File: config.mk
export PLATFORM = sky130hd
export DESIGN_NAME = mac_unit_vert_seq
export DESIGN_NICKNAME = d
export VERILOG_FILES = /design/src/rtl/mac_vert_pkg.sv /design/src/rtl/mac_unit_vert_seq_group_select_sum.sv /design/src/rtl/mac_unit_vert_seq.sv
export SDC_FILE = /design/constraint.sdc
export NUM_CORES = 2
export LEC_CHECK = 0
export CAP_MARGIN = 40
export CORE_ASPECT_RATIO = 1.4
export CORE_UTILIZATION = 57
export CTS_BUF_LIST = sky130_fd_sc_hd__clkbuf_4
export DETAILED_ROUTE_END_ITERATION = 8
export PLACE_DENSITY_LB_ADDON = 0.15
export RECOVER_POWER = 50
export SLEW_MARGIN = 40
export SYNTH_ARGS = -nofsm -noshare
export SYNTH_HDL_FRONTEND = slang
export SYNTH_SLANG_ARGS = --single-unit
File: constraint.sdc
create_clock -name clk -period 14.8 [get_ports clk]
set_input_delay 2.96 -clock clk [delete_from_list [all_inputs] [get_ports clk]]
set_output_delay 2.96 -clock clk [all_outputs]
set_load 0.02 [all_outputs]
File: src/rtl/mac_vert_pkg.sv
// Shared widths and FSM state encoding for the self-sequencing vertical bit-column MAC.
package mac_vert_pkg;

  typedef enum logic [2:0] {
    ST_IDLE  = 3'd0,
    ST_SUM   = 3'd1,
    ST_COL   = 3'd2,
    ST_DRAIN = 3'd3,
    ST_DONE  = 3'd4
  } state_e;

  function automatic int sel_w(input int group_size);
    return $clog2(group_size + 1);
  endfunction

  function automatic int gsum_w(input int data_width, input int group_size);
    return data_width + $clog2(group_size);
  endfunction

  function automatic int tsum_w(input int data_width, input int vec_length);
    return data_width + $clog2(vec_length);
  endfunction

endpackage

File: src/rtl/mac_unit_vert_seq_group_select_sum.sv
// One lane group: GROUP_SIZE/2 lane muxes, their sum, and the skip-zero term select.
module group_select_sum
  import mac_vert_pkg::*;
#(
  parameter int DATA_WIDTH = 8,
  parameter int GROUP_SIZE = 8,
  parameter int SEL_W      = sel_w(GROUP_SIZE),
  parameter int GSUM_W     = gsum_w(DATA_WIDTH, GROUP_SIZE),
  parameter int TERM_W     = GSUM_W + 1
) (
  input  logic [GROUP_SIZE-1:0][DATA_WIDTH-1:0] act_grp,
  input  logic [GROUP_SIZE/2-1:0][SEL_W-1:0]    sel,
  input  logic                                  skip_zero,
  input  logic signed [GSUM_W-1:0]              group_sum,
  output logic signed [TERM_W-1:0]              term
);

  logic signed [TERM_W-1:0] psum;
  logic [DATA_WIDTH-1:0]    lane;

  // A lane may be picked by several selects, so psum and the difference need one extra bit.
  always_comb begin
    psum = '0;
    lane = '0;
    for (int i = 0; i < GROUP_SIZE / 2; i++) begin
      lane = '0;
      for (int k = 1; k <= GROUP_SIZE; k++) begin
        if (sel[i] == SEL_W'(k)) lane = act_grp[k-1];
      end
      psum = psum + TERM_W'($signed(lane));
    end
    term = skip_zero ? psum : (TERM_W'(group_sum) - psum);
  end

endmodule

File: src/rtl/mac_unit_vert_seq.sv
// Self-sequencing vertical bit-column MAC: load a job, walk W_BITS weight columns, deliver one result.
//   state    | meaning
//   ST_IDLE  | act_ready high, waiting for a job
//   ST_SUM   | register per-group and total activation sums
//   ST_COL   | col_ready high, one beat per weight-bit column
//   ST_DRAIN | let the two-stage accumulate pipe empty
//   ST_DONE  | out_valid high until out_ready
module mac_unit_vert_seq
  import mac_vert_pkg::*;
#(
  parameter int  DATA_WIDTH   = 8,
  parameter int  VEC_LENGTH   = 32,
  parameter int  GROUP_SIZE   = 8,
  parameter int  W_BITS       = 8,
  parameter int  ACC_WIDTH    = DATA_WIDTH + 16,
  parameter int  RESULT_WIDTH = 2 * DATA_WIDTH,
  localparam int NUM_GROUPS   = VEC_LENGTH / GROUP_SIZE,
  localparam int SEL_W        = sel_w(GROUP_SIZE)
) (
  input  logic                                   clk,
  input  logic                                   reset,
  input  logic                                   act_valid,
  output logic                                   act_ready,
  input  logic [VEC_LENGTH-1:0][DATA_WIDTH-1:0]  act_in,
  input  logic                                   load_accum,
  input  logic                                   is_pooling,
  input  logic [RESULT_WIDTH-1:0]                result_prev,
  input  logic                                   col_valid,
  output logic                                   col_ready,
  input  logic [VEC_LENGTH/2-1:0][SEL_W-1:0]     act_sel,
  input  logic [NUM_GROUPS-1:0]                  is_skip_zero,
  input  logic [2:0]                             mul_const,
  input  logic                                   is_shift_mul,
  output logic                                   out_valid,
  input  logic                                   out_ready,
  output logic [RESULT_WIDTH-1:0]                result
);

  localparam int GSUM_W = gsum_w(DATA_WIDTH, GROUP_SIZE);
  localparam int TSUM_W = tsum_w(DATA_WIDTH, VEC_LENGTH);
  localparam int TERM_W = GSUM_W + 1;
  localparam int CNT_W  = (W_BITS > 1) ? $clog2(W_BITS) : 1;
  localparam int HALF_G = GROUP_SIZE / 2;

  state_e                                state_q, state_d;
  logic [VEC_LENGTH-1:0][DATA_WIDTH-1:0] acts_q, acts_d;
  logic                                  pool_q, pool_d;
  logic signed [RESULT_WIDTH-1:0]        prev_q, prev_d;
  logic signed [ACC_WIDTH-1:0]           acc_q, acc_d;
  logic signed [GSUM_W-1:0]              gsum_q [NUM_GROUPS];
  logic signed [GSUM_W-1:0]              gsum_d [NUM_GROUPS];
  logic signed [TSUM_W-1:0]              tsum_q, tsum_d;
  logic [CNT_W-1:0]                      col_cnt_q, col_cnt_d;
  logic                                  s1_val_q, s1_val_d;
  logic signed [ACC_WIDTH-1:0]           s1_t_q, s1_t_d;
  logic signed [ACC_WIDTH-1:0]           s1_m_q, s1_m_d;
  logic                                  s2_val_q, s2_val_d;
  logic [RESULT_WIDTH-1:0]               result_q, result_d;

  logic signed [GSUM_W-1:0]       gsum_calc [NUM_GROUPS];
  logic signed [TSUM_W-1:0]       tsum_calc;
  logic signed [TERM_W-1:0]       term [NUM_GROUPS];
  logic signed [ACC_WIDTH-1:0]    t_sum, t_col, t_shift, m_term;
  logic signed [RESULT_WIDTH-1:0] acc_slice;
  logic [RESULT_WIDTH-1:0]        pool_out;
  logic                           last_col;

  for (genvar g = 0; g < NUM_GROUPS; g++) begin : g_grp
    group_select_sum #(
      .DATA_WIDTH (DATA_WIDTH),
      .GROUP_SIZE (GROUP_SIZE)
    ) u_grp (
      .act_grp   (acts_q[g*GROUP_SIZE +: GROUP_SIZE]),
      .sel       (act_sel[g*HALF_G +: HALF_G]),
      .skip_zero (is_skip_zero[g]),
      .group_sum (gsum_q[g]),
      .term      (term[g])
    );
  end

  always_comb begin
    gsum_calc = '{default: '0};
    tsum_calc = '0;
    for (int g = 0; g < NUM_GROUPS; g++) begin
      for (int i = 0; i < GROUP_SIZE; i++) begin
        gsum_calc[g] = gsum_calc[g] + GSUM_W'($signed(acts_q[g*GROUP_SIZE+i]));
      end
      tsum_calc = tsum_calc + TSUM_W'(gsum_calc[g]);
    end
  end

  // Column W_BITS-1 carries the negative weight of the two's-complement weight bits.
  always_comb begin
    t_sum = '0;
    for (int g = 0; g < NUM_GROUPS; g++) begin
      t_sum = t_sum + ACC_WIDTH'(term[g]);
    end
    last_col = (col_cnt_q == CNT_W'(W_BITS - 1));
    t_col    = last_col ? -t_sum : t_sum;
    t_shift  = t_col <<< col_cnt_q;
    m_term   = ACC_WIDTH'(tsum_q) * ACC_WIDTH'($signed({1'b0, mul_const}));
    if (is_shift_mul) m_term = m_term <<< 3;
  end

  always_comb begin
    acc_slice = acc_q[ACC_WIDTH-1 -: RESULT_WIDTH];
    pool_out  = (pool_q && (prev_q > acc_slice)) ? prev_q : acc_slice;
  end

  always_comb begin
    state_d   = state_q;
    acts_d    = acts_q;
    pool_d    = pool_q;
    prev_d    = prev_q;
    acc_d     = acc_q;
    gsum_d    = gsum_q;
    tsum_d    = tsum_q;
    col_cnt_d = col_cnt_q;
    s1_val_d  = 1'b0;
    s1_t_d    = s1_t_q;
    s1_m_d    = s1_m_q;
    s2_val_d  = s1_val_q;
    result_d  = result_q;

    if (s1_val_q) acc_d = acc_q + s1_t_q + s1_m_q;

    case (state_q)
      ST_IDLE: begin
        if (act_valid) begin
          acts_d  = act_in;
          pool_d  = is_pooling;
          prev_d  = result_prev;
          acc_d   = load_accum ?
                    (ACC_WIDTH'($signed(result_prev)) <<< (ACC_WIDTH - RESULT_WIDTH)) : '0;
          state_d = ST_SUM;
        end
      end
      ST_SUM: begin
        gsum_d    = gsum_calc;
        tsum_d    = tsum_calc;
        col_cnt_d = '0;
        state_d   = ST_COL;
      end
      ST_COL: begin
        if (col_valid) begin
          s1_val_d  = 1'b1;
          s1_t_d    = t_shift;
          s1_m_d    = m_term;
          col_cnt_d = col_cnt_q + CNT_W'(1);
          if (last_col) state_d = ST_DRAIN;
        end
      end
      ST_DRAIN: begin
        if (!s1_val_q && !s2_val_q) begin
          result_d = pool_out;
          state_d  = ST_DONE;
        end
      end
      ST_DONE: begin
        if (out_ready) state_d = ST_IDLE;
      end
      default: state_d = ST_IDLE;
    endcase
  end

  always_ff @(posedge clk or negedge reset) begin
    if (!reset) begin
      state_q   <= ST_IDLE;
      acts_q    <= '0;
      pool_q    <= 1'b0;
      prev_q    <= '0;
      acc_q     <= '0;
      for (int g = 0; g < NUM_GROUPS; g++) gsum_q[g] <= '0;
      tsum_q    <= '0;
      col_cnt_q <= '0;
      s1_val_q  <= 1'b0;
      s1_t_q    <= '0;
      s1_m_q    <= '0;
      s2_val_q  <= 1'b0;
      result_q  <= '0;
    end else begin
      state_q   <= state_d;
      acts_q    <= acts_d;
      pool_q    <= pool_d;
      prev_q    <= prev_d;
      acc_q     <= acc_d;
      gsum_q    <= gsum_d;
      tsum_q    <= tsum_d;
      col_cnt_q <= col_cnt_d;
      s1_val_q  <= s1_val_d;
      s1_t_q    <= s1_t_d;
      s1_m_q    <= s1_m_d;
      s2_val_q  <= s2_val_d;
      result_q  <= result_d;
    end
  end

  assign act_ready = (state_q == ST_IDLE);
  assign col_ready = (state_q == ST_COL);
  assign out_valid = (state_q == ST_DONE);
  assign result    = result_q;

endmodule

=== Yosys cells after proc, flatten, opt, wreduce, memory -nomap -nowiden ===
Cells that the tools add are included.
Widths: inputs -> output; s select.

* Add/sub/neg operators: 54
* Multipliers: 1
* Div/mod/pow operators: 0
* Magnitude comparators: 1
* Equal/unequal tests: 138
* Shifts and indexed selects: 1
* Mux-type cells: 149
* Bitwise gates (word level): 0
* Reduce and logical (&&, ||, !) cells: 11

{| class="wikitable"
|+ Operators by type and width
! kind !! count
|-
| $mux 8 || 128
|-
| $eq 4x3->1 const B || 64
|-
| $add 11x8->11 || 16
|-
| $eq 4x2->1 const B || 32
|-
| $mux 24 || 5
|-
| $add 9x8->10 || 8
|-
| $add 8x8->9 || 8
|-
| $eq 4x1->1 const B || 16
|-
| $eq 4x4->1 const B || 16
|-
| $add 12x8->12 || 4
|-
| $mux 12 || 4
|-
| $sub 11x12->12 || 4
|-
| $add 10x8->11 || 4
|-
| $add 24x20->24 || 1
|-
| $add 24x24->24 || 1
|-
| $neg 15->24 || 1
|-
| $sshl 24x3->24 || 1
|-
| $mux 19 || 1
|-
| $mux 3 || 6
|-
| $mul 13x4->17 || 1
|-
| $gt 16x16->1 || 1
|-
| $mux 16 || 1
|-
| $add 14x12->15 || 1
|-
| $pmux 3 s5 || 1
|-
| 19 further kinds || 30
|}

* Register bits: 422
* Latch bits: 0
* RAM bits: 0
* ROM bits: 0
* Input port bits: 351
* Output and inout port bits: 19
* Logic and storage cells: 402
* Memories: 0

=== Logic depth before layout (Yosys ltp) ===
* Word-level depth: 20
* Gate-level depth with buffers: 47
* Gate-level depth less buffers: 45

=== Hierarchy ===
From an unflattened synthesis, not the netlist that was laid out.

* Cells, all modules: 5092
* Area total of the unflattened synthesis: 43163.9 um^2

{| class="wikitable"
|+ Modules (own cells, without submodules)
! module !! times used !! cells each !! area an instance (um^2) !! seq. area each (um^2)
|-
| mac_unit_vert_seq || 1 || 3104 || 29005.3 || 10560.1
|-
| group_select_sum || 4 || 497 || 3539.6 || 0.0
|}

=== Worst setup path before layout ===
OpenSTA, ideal clock, no wires.

* Path kind: in2reg
* Start point: input act_sel[33] in the netlist's numbering
* End point: register s1_t_q[19]
* Library setup time: 0.141 ns
* Arrival time: 11.768 ns
* Data required time: 14.659 ns
* Path slack: 2.891 ns
* Stages: 44
* Buffers on the path: 1
* Path through: nor4b_1 -> nand2_1 -> o21ai_0 -> a221oi_1 -> nand2_1 -> o21ai_0 -> nand3_1 -> o21ai_0 -> fa_1 -> inv_1 -> ha_1 -> inv_1 -> fa_1 -> inv_1 -> ha_1 -> nor2b_1 -> o21ai_0 -> nand2b_1 -> (+8 left out) -> nand2_1 -> xor2_1 -> mux2i_1 -> fa_1 -> inv_1 -> fa_1 -> inv_1 -> ha_1 -> clkbuf_1 -> and2_1 -> o211a_1 -> a21oi_1 -> o311ai_0 -> nor3_1 -> a21bo_1 -> a211oi_2 -> mux2_2 -> o221ai_1

* Word-level cells in the longest chain between the ends: 19
* Elaborated cells on any way between the ends: 26
* Classes of those cells: add/sub: 7; eq/ne: 8; shift: 1; mux: 10

{| class="wikitable"
|+ RTL lines
! what !! line !! RTL
|-
| start, declared || mac_unit_vert_seq.sv:30 || <nowiki>input logic [VEC_LENGTH/2-1:0][SEL_W-1:0] act_sel,</nowiki>
|-
| $eq 4x1->1 || mac_unit_vert_seq_group_select_sum.sv:28 || <nowiki>if (sel[i] == SEL_W'(k)) lane = act_grp[k-1];</nowiki>
|-
| $mux 8 (7 in series) || mac_unit_vert_seq_group_select_sum.sv:28 ||
|-
| $mux 8 (*) || mac_unit_vert_seq_group_select_sum.sv:28 ||
|-
| $add 8x8->9 (*) || mac_unit_vert_seq_group_select_sum.sv:30 || <nowiki>psum = psum + TERM_W'($signed(lane));</nowiki>
|-
| $add 9x8->10 (*) || mac_unit_vert_seq_group_select_sum.sv:30 ||
|-
| $add 12x8->12 (*) || mac_unit_vert_seq_group_select_sum.sv:30 ||
|-
| $sub 11x12->12 || mac_unit_vert_seq_group_select_sum.sv:32 || <nowiki>term = skip_zero ? psum : (TERM_W'(group_sum) - psum);</nowiki>
|-
| $mux 12 (*) || mac_unit_vert_seq_group_select_sum.sv:32 ||
|-
| $add 13x12->14 (*) || mac_unit_vert_seq.sv:96 || <nowiki>t_sum = t_sum + ACC_WIDTH'(term[g]);</nowiki>
|-
| $add 14x12->15 (*) || mac_unit_vert_seq.sv:96 ||
|-
| $neg 15->24 || mac_unit_vert_seq.sv:99 || <nowiki>t_col = last_col ? -t_sum : t_sum;</nowiki>
|-
| $mux 24 (*) || mac_unit_vert_seq.sv:99 ||
|-
| $sshl 24x3->24 (*) || mac_unit_vert_seq.sv:100 || <nowiki>t_shift = t_col <<< col_cnt_q;</nowiki>
|-
| end signal, assigned || mac_unit_vert_seq.sv:191 || <nowiki>s1_t_q <= s1_t_d;</nowiki>
|-
| end, declared || mac_unit_vert_seq.sv:55 || <nowiki>logic signed [ACC_WIDTH-1:0] s1_t_q, s1_t_d;</nowiki>
|}

Every way passes the cells marked *; elsewhere a longest branch is shown, timed or not.
A chain may end at the register's enable or synchronous reset.

=== Final worst setup path ===
* Start point: input act_sel[24] in the netlist's numbering
* End point: register s1_t_q[16]

* Word-level cells in the longest chain between the ends: 19
* Elaborated cells on any way between the ends: 26
* Classes of those cells: add/sub: 7; eq/ne: 8; shift: 1; mux: 10

{| class="wikitable"
|+ RTL lines
! what !! line
|-
| $eq 4x1->1 || mac_unit_vert_seq_group_select_sum.sv:28
|-
| $mux 8 (7 in series) || mac_unit_vert_seq_group_select_sum.sv:28
|-
| $mux 8 (*) || mac_unit_vert_seq_group_select_sum.sv:28
|-
| $add 9x8->10 (*) || mac_unit_vert_seq_group_select_sum.sv:30
|-
| $add 12x8->12 (*) || mac_unit_vert_seq_group_select_sum.sv:30
|-
| $sub 11x12->12 || mac_unit_vert_seq_group_select_sum.sv:32
|-
| $mux 12 (*) || mac_unit_vert_seq_group_select_sum.sv:32
|-
| $add 12x12->13 (*) || mac_unit_vert_seq.sv:96
|-
| $add 13x12->14 (*) || mac_unit_vert_seq.sv:96
|-
| $add 14x12->15 (*) || mac_unit_vert_seq.sv:96
|-
| $neg 15->24 || mac_unit_vert_seq.sv:99
|-
| $mux 24 (*) || mac_unit_vert_seq.sv:99
|-
| $sshl 24x3->24 (*) || mac_unit_vert_seq.sv:100
|}

Marked as above.

==> metrics.txt <==
reg-to-reg startpoint acts_q[105]; number of synthesized register bits 422; clk sink count 422; Worst Reg-to-Reg Cells 39; PostCTS Resize Cnt 0; FP Rows 117; CP peak stage delay 0.90 ns; Worst Hold Class register to register; Starting Density 57.9%; per-cell routed wire length 22.0 µm; die area 75400 µm²; die height 324 µm; HPWL Detailed 109 mm; pre-CTS WS 1.45 ns; Worst Tran Pin Value 4.14 ns; vias in the first global route 39200; fin crit period 12.55 ns; TritonRoute pass-1 iters 9; Post-CTS Setup Bufs 0; Syn-to-layout area delta 14.2%; R2R Setup Slk 5.20 ns; worst skew pair latency 0.99 ns; first-pass GRT wire length 220 mm; Yosys cell types 88; leading cell types by count after synthesis nand2_1, inv_1, dfrtp_1; Synth area leaders dfrtp_1, fa_1, nand2_1, ha_1, inv_1; origin of the worst min-delay path result[4]; Async SR Flop Fraction 100%; Die W 232 µm; largest net degree at the start of global routing 109; Synth warnings 0; CTS Buf Count 110; H-tree depth 3; core area 73000 µm²; Worst-path clk slew 0.06 ns; Hold Buf Count CTS 0; Max Cap Viol 10; GP Congestion 1.01; most common cell in the netlist nand2_1; Setup-failing EPs final 0; final period utilization 84.8%; Post-Syn Nets 5890; post-route ant nets 0; final worst slack 2.25 ns; crit path DAT 13.41 ns; DRT Wirelength 139 mm; status finished, violations left; global route overflow 0; Buffers on Ports 369; Layout Nets 6223; maximum clock rate 0.0797 GHz; fin. max-slew vios 606; Worst Hold Depth 2; startpoint types primary input; Mapped Area 42300 µm²; worst reg2reg path endpoint s1_t_q[16]; initial antenna violation count 7; CTS tree yes; share of layout cells above drive strength 1 7.23%; RSZ-0062 raised after global routing no; Root Buffer clkbuf_4; via count 38200; Mapped Cells 4946; top cell type by total area after synthesis dfrtp_1; critical-path maximum fanout 13; Worst Skew 0.0524 ns; Hold EP result[4]; failing checks max-capacitance violations, max-slew violations; CP Capture Type register; setup total negative slack 0 ns; EDFF count, synth 0; sequential fraction of the synthesis area 24.9%; vias per cell 6.04; Avg Cell Area, Syn 8.56 µm²; Final Hold Viols 0; Longest Clk Path Bufs 3; slew margin rel. -176%; CP max-delay cell clkdlybuf4s50_1; Synth Flop Type dfrtp_1; critical path class primary input to register; # DRC 0; Initial DRC Count 2881; Worst EP required 15.66 ns; num ports 370; top-area cell type share of the netlist area 24.9%; Total GRT Usage 37.7%
==> worst max-delay path by stage <==
stage,depth (start not counted),endpoint,start
2_1_floorplan,44,s1_t_q[19],act_sel[33]
3_3_place_gp,43,s1_t_q[19],act_sel[32]
3_5_place_dp,44,s1_t_q[16],act_sel[24]
4_1_cts,44,s1_t_q[16],act_sel[24]
5_1_grt,44,s1_t_q[21],act_sel[24]
6_report,44,s1_t_q[16],act_sel[24]
==> cells in the final DEF (no fill, tap or decap), types with 64 or more instances in the layout <==
cell / Yosys / layout
nand3_1: 64 / 64
clkbuf_4: 0 / 156
a22oi_1: 122 / 122
o21ai_0: 304 / 304
clkdlybuf4s50_1: 0 / 364
fa_1: 333 / 333
a21oi_1: 241 / 241
mux2i_1: 175 / 175
dfrtp_1: 422 / 421
xnor2_1: 131 / 130
inv_1: 557 / 557
nand2_1: 1002 / 1000
mux2_2: 111 / 111
ha_1: 260 / 260
nor2_1: 220 / 220
==> worst max-delay path, delay by kind of cell <==
family | cells | cell delay, ns
buf+inv | 6 | 1.38
compound gates | 15 | 3.28
xor+xnor | 3 | 0.68
simple gates | 11 | 1.72
fa+ha+maj | 8 | 3.15
mux | 1 | 0.26
==> sequential cells by signal, summed over array words and instances (netlist names) <==
| register | count |
|---|---|
| tsum_q | 13 |
| acts_q | 256 |
| state_q | 3 |
| s1_m_q | 20 |
| prev_q | 16 |
| acc_q | 24 |
| gsum_q | 44 |
| result | 16 |
| s1_t_q | 24 |
| col_cnt_q | 3 |
| s2_val_q | 1 |
| s1_val_q | 1 |
| pool_q | 1 |
==> per-stage QoR <==
step           util [%]  cells  area, µm²  hold slack, ns
2_1_floorplan         -   4946      42300           0.417
3_3_place_gp       64.2   6118      46900           0.462
3_5_place_dp       64.2   6118      46900           0.474
4_1_cts            66.2   6315      48400           0.488
5_1_grt            66.2   6322      48300           0.513
6_report           66.2   6322      48300           0.481
==> area by class of cell <==
cell class	count	area [µm²]
Antenna cell	6	15.0
Clock buffer	156	1170
Clock inverter	41	260
Fill cell	6296	24700
Inverter	560	2100
Multi-Input combinational cell	3762	29000
Sequential cell	422	10600
Tap cell	952	1190
Timing Repair Buffer	423	4070
==> cell families (layout without fill, tap and decap cells) <==
logic type	after synthesis	count (layout)	synth area share (%)
muxes	290	290	7.30
AOI/OAI and AO/OA	1117	1117	17.5
buffers and inverters	762	1180	6.80
and+or+nand+nor	1564	1564	15.9
other	0	6	0
xor gates and xnor gates	194	194	4.01
adders and majority gates	597	597	23.5
DFF	422	422	24.9
==> per-layer routing <==
metal / vias to the layer above / part of all wire (%) / track usage (%) / wire [µm]
met1: 18500 / 37 / 43.9 / 51900
met3: 453 / 6.1 / 5.58 / 8490
met4: 4 / 6.5 / 22.7 / 9000
li1: 17600 / - / - / -
met5: - / 0.019 / 0 / 26
met2: 1607 / 50 / 65.0 / 69300
Power is not shown: default switching activity piles up to over one toggle a cycle in this logic, so the estimate is an artifact.
